===== src/rtl/load_store_unit.sv =====
// Load/store unit: sub-word loads with sign/zero extension and read-modify-write sub-word stores
// over a word-wide memory port. Optional macro MISALIGN_TRAP_EN rejects misaligned accesses.
module load_store_unit #(
    parameter int MEM_AW = 8
) (
    input  logic              clk,
    input  logic              reset,
    input  logic              req_valid,
    output logic              req_ready,
    input  logic              is_store,
    input  logic              signed_unsigned,
    input  logic [1:0]        mem_size,
    input  logic [31:0]       addr,
    input  logic [31:0]       wdata,
    output logic              resp_valid,
    output logic [31:0]       rdata,
    output logic              err,
    output logic [MEM_AW-1:0] mem_addr,
    output logic              mem_read,
    output logic              mem_write,
    output logic [31:0]       mem_wdata,
    input  logic [31:0]       mem_rdata
);

    typedef enum logic [2:0] {IDLE, RD, WAIT, WR, RESP} state_t;

    state_t             r_state;
    state_t             w_next;
    logic               r_is_store;
    logic               r_zext;
    logic [1:0]         r_size;
    logic [1:0]         r_addr_lo;
    logic [MEM_AW-1:0]  r_word_addr;
    logic [15:0]        r_wdata_lo;
    logic [31:0]        r_mem_wdata;
    logic [31:0]        r_rdata;
    logic               r_err;

    logic               w_accept;
    logic               w_reject;
    logic [1:0]         w_lo;
    logic [7:0]         w_byte;
    logic [15:0]        w_half;
    logic [31:0]        w_load_data;
    logic [31:0]        w_merged;
    logic               w_unused_addr;

    assign w_accept      = req_valid && req_ready;
    assign w_unused_addr = ^addr[31:MEM_AW+2];

`ifdef MISALIGN_TRAP_EN
    assign w_reject = (mem_size == 2'b00)
                   || (mem_size == 2'b10 && addr[0])
                   || (mem_size == 2'b11 && addr[1:0] != 2'b00);
`else
    assign w_reject = (mem_size == 2'b00);
`endif

    // Misaligned halves/words are realigned down; only matters when the trap is disabled.
    always_comb begin
        // NOTE: default first so every path assigns and no latch is inferred.
        w_lo = addr[1:0];
        case (mem_size)
            2'b10:   w_lo = {addr[1], 1'b0};
            2'b11:   w_lo = 2'b00;
            default: ;
        endcase
    end

    // NOTE: sequential state uses <= so every flop samples pre-edge values.
    always_ff @(posedge clk) begin
        if (reset) r_state <= IDLE;
        else       r_state <= w_next;
    end

    always_comb begin
        w_next = r_state;
        case (r_state)
            IDLE: if (w_accept) begin
                if (w_reject)                          w_next = RESP;
                else if (is_store && mem_size == 2'b11) w_next = WR;
                else                                    w_next = RD;
            end
            RD:      w_next = WAIT;
            WAIT:    w_next = r_is_store ? WR : RESP;
            WR:      w_next = RESP;
            RESP:    w_next = IDLE;
            default: w_next = IDLE;
        endcase
    end

    always_comb begin
        req_ready  = (r_state == IDLE);
        mem_read   = (r_state == RD);
        mem_write  = (r_state == WR);
        resp_valid = (r_state == RESP);
        err        = (r_state == RESP) && r_err;
    end

    always_comb begin
        w_byte = mem_rdata[{r_addr_lo, 3'b000} +: 8];
        w_half = mem_rdata[{r_addr_lo[1], 4'b0000} +: 16];
        case (r_size)
            2'b01:   w_load_data = r_zext ? {24'h0, w_byte} : {{24{w_byte[7]}}, w_byte};
            2'b10:   w_load_data = r_zext ? {16'h0, w_half} : {{16{w_half[15]}}, w_half};
            default: w_load_data = mem_rdata;
        endcase
        w_merged = mem_rdata;
        case (r_size)
            2'b01:   w_merged[{r_addr_lo, 3'b000} +: 8]     = r_wdata_lo[7:0];
            2'b10:   w_merged[{r_addr_lo[1], 4'b0000} +: 16] = r_wdata_lo;
            default: ;
        endcase
    end

    // rdata holds the last load result; stores and rejected accesses complete with 0.
    always_ff @(posedge clk) begin
        if (reset) begin
            r_rdata <= '0;
            r_err   <= 1'b0;
        end else if (w_accept) begin
            r_err <= w_reject;
            if (w_reject) r_rdata <= '0;
        end else if (r_state == WAIT && !r_is_store) begin
            r_rdata <= w_load_data;
        end else if (r_state == WR) begin
            r_rdata <= '0;
        end
    end

    // NOTE: request/datapath registers carry no reset; they are only read after an accept loads them.
    always_ff @(posedge clk) begin
        if (w_accept) begin
            r_is_store  <= is_store;
            r_zext      <= signed_unsigned;
            r_size      <= mem_size;
            r_addr_lo   <= w_lo;
            r_word_addr <= addr[MEM_AW+1:2];
            r_wdata_lo  <= wdata[15:0];
            r_mem_wdata <= wdata;
        end else if (r_state == WAIT) begin
            r_mem_wdata <= w_merged;
        end
    end

    assign rdata     = r_rdata;
    assign mem_addr  = r_word_addr;
    assign mem_wdata = r_mem_wdata;

endmodule

===== config.mk =====
export PLATFORM = sky130hd
export DESIGN_NAME = load_store_unit
export DESIGN_NICKNAME = d
export VERILOG_FILES = /design/src/rtl/load_store_unit.sv
export SDC_FILE = /design/constraint.sdc
export NUM_CORES = 1
export LEC_CHECK = 0
export ABC_AREA = 1
export CORE_MARGIN = 2
export CORE_UTILIZATION = 29
export CTS_CLUSTER_SIZE = 12
export DETAILED_ROUTE_END_ITERATION = 12
export MAX_ROUTING_LAYER = met4
export PLACE_DENSITY = 0.63
export SLEW_MARGIN = 0
export SYNTH_ARGS = -nofsm -noshare
export SYNTH_HDL_FRONTEND = slang
export SYNTH_SLANG_ARGS = --single-unit

===== constraint.sdc =====
create_clock -name clk -period 2.7 [get_ports clk]
set_input_delay 0.54 -clock clk [delete_from_list [all_inputs] [get_ports clk]]
set_output_delay 0.54 -clock clk [all_outputs]
set_load 0.05 [all_outputs]

======== Word level (Yosys, flattened, before mapping) ========
Index checks and enable logic that the tools add are counted.
operators by class
  add/subtract/negate cells ............... 2
  eq/ne operators ......................... 10
  shift-type cells ........................ 6
  muxes and demuxes ....................... 18
  reduce and logical (&&, ||, !) cells .... 10
operators with widths
  operator                 number
  $mux 32                  8
  $pmux 32 s2              2
  $bwmux 32                2
  $shift 16x7->32 const A  1
  $shift 8x7->32 const A   1
  $shiftx 16x7->32         1
  $shiftx 32x6->16         1
  $shiftx 32x6->8          1
  $shiftx 8x7->32          1
  $neg 5->7                2
  $pmux 3 s4               1
  $mux 3                   3
  $eq 2x2->1 const B       3
  $eq 3x2->1 const B       2
  $logic_and 1x1->1        4
  $ne 2x1->1 const B       2
  $pmux 2 s2               1
  $eq 3x1->1 const B       1
  $eq 3x3->1 const B       1
  $logic_not 3->1          1
  $reduce_bool 3->1        1
  $eq 2x1->1 const B       1
  $logic_not 2->1          1
  $mux 2                   1
  other kinds (3)          3
storage, ports and cells
  register bits ........................... 98
  bits of input ports ..................... 103
  output and inout bits ................... 77
  logic and storage cells ................. 56

======== Depth between registers and ports, before layout ========
  depth after elaboration ................. 6
  depth in mapped cells ................... 12

======== Least setup slack after synthesis ========
No wires, ideal clock.
  kind .................................... reg2reg
  from .................................... register r_state[1]
  to ...................................... register r_mem_wdata[0] (netlist: mem_wdata[0]) (enable)
  library setup time ...................... 387 ps
  arrival ................................. 2,268 ps
  setup slack ............................. 45 ps
  cell stages (with the launch flop) ...... 9
  clock period less this slack ............ 2,655 ps
  path through ............................ dfxtp_1 inv_2 nand2_2 nor2_4 nand2_4 inv_4 buf_2 nor2_1 inv_1
between the ends
  longest elaborated chain between the ends .. 3
  elaborated cells on any way between the ends .. 4
RTL lines
  what                                line  source
  from (decl)                         27    state_t r_state;
  from (signal assigned)              73    else r_state <= w_next;
  $logic_not 3->1                     93    req_ready = (r_state == IDLE);
  named net req_ready                 9     output logic req_ready,
  $logic_and 1x1->1                   48    assign w_accept = req_valid && req_ready;
  named net w_accept                  39    logic w_accept;
  $reduce_bool 2->1 (no source line)  -
  to (signal assigned)                140   r_mem_wdata <= wdata;
  to (signal assigned)                142   r_mem_wdata <= w_merged;
  to (decl)                           35    logic [31:0] r_mem_wdata;
The timed path passes the listed nets, and every way through them passes these cells.
A chain may end at the register's enable or synchronous reset.

======== Final worst setup path ========
  from .................................... register r_state[2]
  to ...................................... output port err
between the ends
  longest elaborated chain between the ends .. 2
RTL lines
  what               line  source
  $eq 3x3->1         97    err = (r_state == RESP) && r_err;
  $logic_and 1x1->1  97
  to (decl)          17    output logic err,
Every way passes these cells.

==> flow_summary.json <==
{
  "design.final.nets": 1056,
  "run_status": "complete, no violations",
  "netSwitchingFraction_pct": 39.2,
  "total_chip_power_mw": 5.01,
  "pre_cts_slack_ns": 0.457,
  "crit_slowest_cell": "clkdlybuf4s50_1",
  "post-cts-setup-buffers": 0,
  "global_route.usage.total_pct": 19.6,
  "finalWorstPathRequiredPeriod_ns": 2.52,
  "floorplan.die.height_um": 150,
  "maximum_number_of_pins_on_one_net_before_global_route_repair": 81,
  "grt_pass1_wl_um": 32500,
  "post_cts_hold_buffer_count": 0,
  "antenna-diode-count": 0,
  "fraction_of_the_yosys_area_taken_by_sequential_cells_pct": 41.8,
  "max_freq_mhz": 397,
  "first_pass_iters": 5,
  "cts-buffers-inserted": 9,
  "slew-limit-headroom_pct": 44.9,
  "cp.required_ns": 2.16,
  "clock_sinks": 98,
  "vdd_ir_drop_max_uv": 355,
  "worstSetupStartpointType": "flop",
  "worstSetupPathType": "flop to output pin",
  "postSynth.topFlopCell": "edfxtp_1",
  "syn-num-nets": 926,
  "dpl_cell_area_um2": 7930,
  "final_layout_size_suffix_gt1_share_pct": 11.0,
  "post_drt_wl_per_cell_um": 17.4,
  "hold_path.class": "flop to flop",
  "drc": 0,
  "worstMarginPinSlew_ns": 0.825,
  "endpoint_kind_of_the_worst_setup_timing_path": "output pin",
  "ys_top_cells_by_count": "nand2_1 (237), nand3_1 (101), a21oi_1 (87), o21ai_0 (80), edfxtp_1 (62)",
  "fp.dieW_um": 150,
  "num_vias": 6005,
  "final.period_utilization_pct": 93.4,
  "async_flop_share_pct": 0,
  "proportion_of_power_drawn_by_flip_flops_and_latches_pct": 37.6,
  "netlist-cell-type-count": 33,
  "netlist.area_leader.share_pct": 30.2,
  "num-fill-cells": 2222,
  "rsz_0062_raised_after_global_routing": "no",
  "clk_root_buffer_cell": "clkbuf_16",
  "boundaryPins": 180,
  "final_cell_area_um2": 8200,
  "reg2reg_slack_ns": 0.43,
  "core_area_um2": 21000,
  "crit_chain": "inv_2 -> nor3b_1 -> clkdlybuf4s50_1",
  "core.rowCount": 53,
  "yosys.cell_count.top_type": "nand2_1",
  "cts.repair.resized": 0,
  "timing.critical_path.max_delay_family": "buffers and inverters",
  "drt.antenna.violating_nets": 0,
  "post_synth_instance_area_um2": 6170,
  "vias_per_cell": 4.90,
  "clock_insertion_delay_worst_skew_ns": 0.36,
  "worstPathMaxFanout": 4,
  "power_density_nw_per_um2": 611,
  "initialDrtViolationCount": 499,
  "cellInternalPower_mw": 3.05,
  "die_area_um2": 22500,
  "finalCoreUtilization_pct": 39.1,
  "timing_hold_violations_final": 0,
  "start_util_pct": 29.5,
  "fin_tns_setup_ns": 0,
  "finClkSkew_ns": 0.00678,
  "cts_max_level": 3,
  "synth_enable_flop_cells": 62,
  "cts_tree": "done",
  "cts.path.max_buffers": 2,
  "drt-total-wl_um": 21300,
  "netlist_instances": 816,
  "setup_violators_final": 0,
  "portBuffers": 157,
  "synth.largest_area_cell": "edfxtp_1",
  "grt_antenna_before_repair": 0,
  "crit_arrival_ns": 1.98,
  "timing.critical_path.slowest_cell_delay_ns": 0.84,
  "synthTopCellsByArea": "edfxtp_1 (30%), nand2_1 (14%), dfxtp_1 (12%), nand3_1 (8.2%), a21oi_1 (7.1%)",
  "first_global_vias": 5787,
  "maxCapViolCount": 0,
  "yosys_register_bits": 98,
  "setup_ws_ns": 0.179,
  "static-leakage-power_nw": 3.23,
  "syn_area_per_cell_um2": 7.57,
  "overflow": 0,
  "power.clock.fraction_pct": 24.5,
  "hpwlAfterDp_um": 15700,
  "clkSlewWorstSetupHoldPaths_ns": 0.07,
  "yosys_warnings": 0,
  "buffer_and_inverter_count_on_the_worst_path": 2,
  "comb_power_share_pct": 37.9,
  "area_delta_synth_final_pct": 32.9,
  "gpl.final_weighted_congestion": 0.918,
  "power.net_switching_mw": 1.96,
  "maxSlewViolCount": 0
}
-- power by group through the flow --
stage,combinational [mW],clock [mW],sequential [mW]
after floorplan,0.838,0,2.31
after global placement,1.89,0,1.92
after detailed placement,1.90,0,1.92
after CTS,1.90,1.26,1.89
after global routing,2.06,1.32,1.90
final,1.90,1.23,1.89
-- cell usage in the layout, fill, tap and decap left out, types with 10 or more instances in the layout --
cell,n
clkdlybuf4s50_1,156
nand2_1,237
nor2_1,11
o21ai_0,80
a21oi_1,87
nand3_2,18
buf_4,10
edfxtp_1,62
nor2_2,20
dfxtp_1,36
a21oi_2,20
nand3_1,101
inv_1,62
-- flip-flops by register name (all words and copies together), names as in the netlist --
signal	count
r_wdata_lo	16
mem_wdata	32
r_err	1
r_is_store	1
r_size	2
r_state	3
r_zext	1
mem_addr	8
r_addr_lo	2
rdata	32
-- worst reg2reg max path, cell delays in order, from the launching register on --
cell      delay (ns)
edfxtp_1        0.35
inv_1           0.05
ha_1            0.33
inv_1           0.67
buf_12          0.23
a21oi_1         0.05
o21ai_0         0.08
nand3_1         0.10
nand3_1         0.13
nand2_1         0.06
-- routing by layer --
metal  track usage (%)  vias to the layer above  part of all wire (%)
met3              3.51                       25                   6.6
li1                  -                     2995                     -
met5                 -                        -                     0
met2              30.4                      222                    46
met4              5.80                        0                   2.1
met1              26.3                     2763                    45
-- stage by stage --
stage / hold slack, ns / std cells
after CTS: 0.480 / 1226
final: 0.478 / 1226
after global placement: 0.468 / 1210
after global routing: 0.491 / 1226
after detailed placement: 0.469 / 1210
after floorplan: 0.440 / 816
-- cells by family after synthesis --
logic type	share of synthesized area, %
flip-flops	41.8
AND/OR/NAND/NOR	30.7
buffers and inverters	9.18
AO/OA/AOI/OAI	16.8
adder cells (fa/ha/maj)	1.42
-- cell type report --
| class | instances | area, um2 | area share (%) |
|---|---|---|---|
| clock buffers | 11 | 243 | 2.96 |
| well taps | 275 | 344 | 4.19 |
| multi-input cells | 599 | 3020 | 36.9 |
| clock inverters | 5 | 27.5 | 0.336 |
| repair buffers | 170 | 1720 | 20.9 |
| flip-flops and latches | 98 | 2580 | 31.5 |
| inverters | 68 | 265 | 3.23 |
-- path summary, 6_finish.rpt --
| path | from | endpoint | cells past startpoint |
|---|---|---|---|
| worst max-delay path | r_state[2] | err | 3 |
| worst min-delay path | rdata[24] | rdata[24] | 2 |
| worst max register to register | r_size[0] | mem_wdata[26] | 9 |
| worst min register to register | rdata[24] | rdata[24] | 2 |
Power figures use the tool's default switching activity.
==> RTL change, RTL diff (same settings) <==
Set the parameter `MEM_AW` to 6 (it was 8).
--- a/src/rtl/load_store_unit.sv
+++ b/src/rtl/load_store_unit.sv
@@ -2,5 +2,5 @@
 // over a word-wide memory port. Optional macro MISALIGN_TRAP_EN rejects misaligned accesses.
 module load_store_unit #(
-    parameter int MEM_AW = 8
+    parameter int MEM_AW = 6
 ) (
     input  logic              clk,
Interface: changed (resized mem_addr); port bits go from 180 to 178. The function was not compared with the original's and may differ.
==> RTL change against the unedited design <==
Setup slack improved by 0.057 ns. Synthesized area fell by 0.97%. Critical path depth did not move. Wire length fell by 1.8%. Cell area fell by 0.70%. Total power fell by 0.42%. Sequential cell count fell by 2. Critical path type unchanged. Largest power group unchanged.
==> RTL change: results (changes against the unedited design) <==
metric;value;unit;change
via_per_inst;4.92;;+0.45%
layout-drive-gt1-share;11.6;%;+0.53 points
antenna_found_initial;1;;+1
status;finished clean;;
hpwl;15900;um;+1.1%
synth_edf_count;60;;-3.2%
synth_area_leaders;edfxtp_1 (29%), nand2_1 (15%), dfxtp_1 (12%);;
wl_met3;1730;um;+22%
synth_compound_area_share;17.0;%;+0.17 points
drtIter0Drc;554;;+11%
use_met1;25.3;%;-1.0 points
routedWlPerCell;17.1;um;-1.8%
routabilityCongestion;0.937;;+2.1%
ys_seq_area_share;41.3;%;-0.57 points
dr_wl_met2;9460;um;-3.4%
grt_use_total;19.2;%;-0.42 points
portBuffers;153;;-2.5%
avgSynthCellArea;7.51;sq um;-0.73%
relSlewSlack;60.2;%;+15 points
grt_pass1_vias;5698;;-1.5%
switching_share;38.3;%;-0.81 points
wl_met1;9320;um;-3.3%
worst_ep_arrival_time;1.92;ns;-0.06 ns
ys_top_cells_by_count;nand2_1 (237), nand3_1 (101), a21oi_1 (87);;
synthAdderAreaFrac;1.43;%;+0.014 points
grt_max_degree;43;;-47%
met3_usage;3.91;%;+0.41 points
internal_power;3.08;mW;+0.90%
RTL change: final cells by class:
type | instances | area, sq um
repair buffers | 172 | 1700
multi-input cells | 599 | 3020
clock inverters | 5 | 57.6
fillers | 2224 | 12700
clock buffers | 11 | 233
flip-flops and latches | 96 | 2520
inverters | 68 | 265
well taps | 275 | 344
diodes | 1 | 2.50
RTL change: through the flow:
stage | setup slack, ns | instance area, sq um
floorplan | 0.0699 | 6110
global placement | 0.492 | 7850
detailed placement | 0.461 | 7850
CTS | 0.209 | 8140
global route | 0.171 | 8150
finish | 0.236 | 8150
RTL change: worst reg2reg max path, delay by kind of cell (launching register included):
kind | cells | cell delay [ns]
buffers and inverters | 2 | 0.83
DFF | 1 | 0.39
AOI/OAI and AO/OA | 2 | 0.15
and+or+nand+nor | 3 | 0.28
adders and majority gates | 1 | 0.35
RTL change: path summary, 6_finish.rpt:
path	start	to	slack, ns	cells after the start
setup / recovery	r_state[2]$_SDFFE_PP0P_	err	0.24	3
hold / removal	rdata[29]$_SDFFE_PP0P_	rdata[29]$_SDFFE_PP0P_	0.48	2
setup reg to reg	r_size[1]$_DFFE_PP_	mem_wdata[24]$_DFFE_PP_	0.45	8
hold reg to reg	rdata[29]$_SDFFE_PP0P_	rdata[29]$_SDFFE_PP0P_	0.48	2
RTL change: logic make-up after synthesis:
group | Yosys count
DFF | 96
and+or+nand+nor | 401
buffers and inverters | 119
AOI/OAI and AO/OA | 191
adders and majority gates | 7
RTL change: power by group through the flow:
stage          Combinational (mW)  Sequential, mW  Clock, mW
3_3_place_gp                 1.86            1.87          0
5_1_grt                      2.03            1.86       1.36
4_1_cts                      1.88            1.84       1.30
6_report                     1.88            1.84       1.27
3_5_place_dp                 1.87            1.87          0
2_1_floorplan               0.837            2.26          0
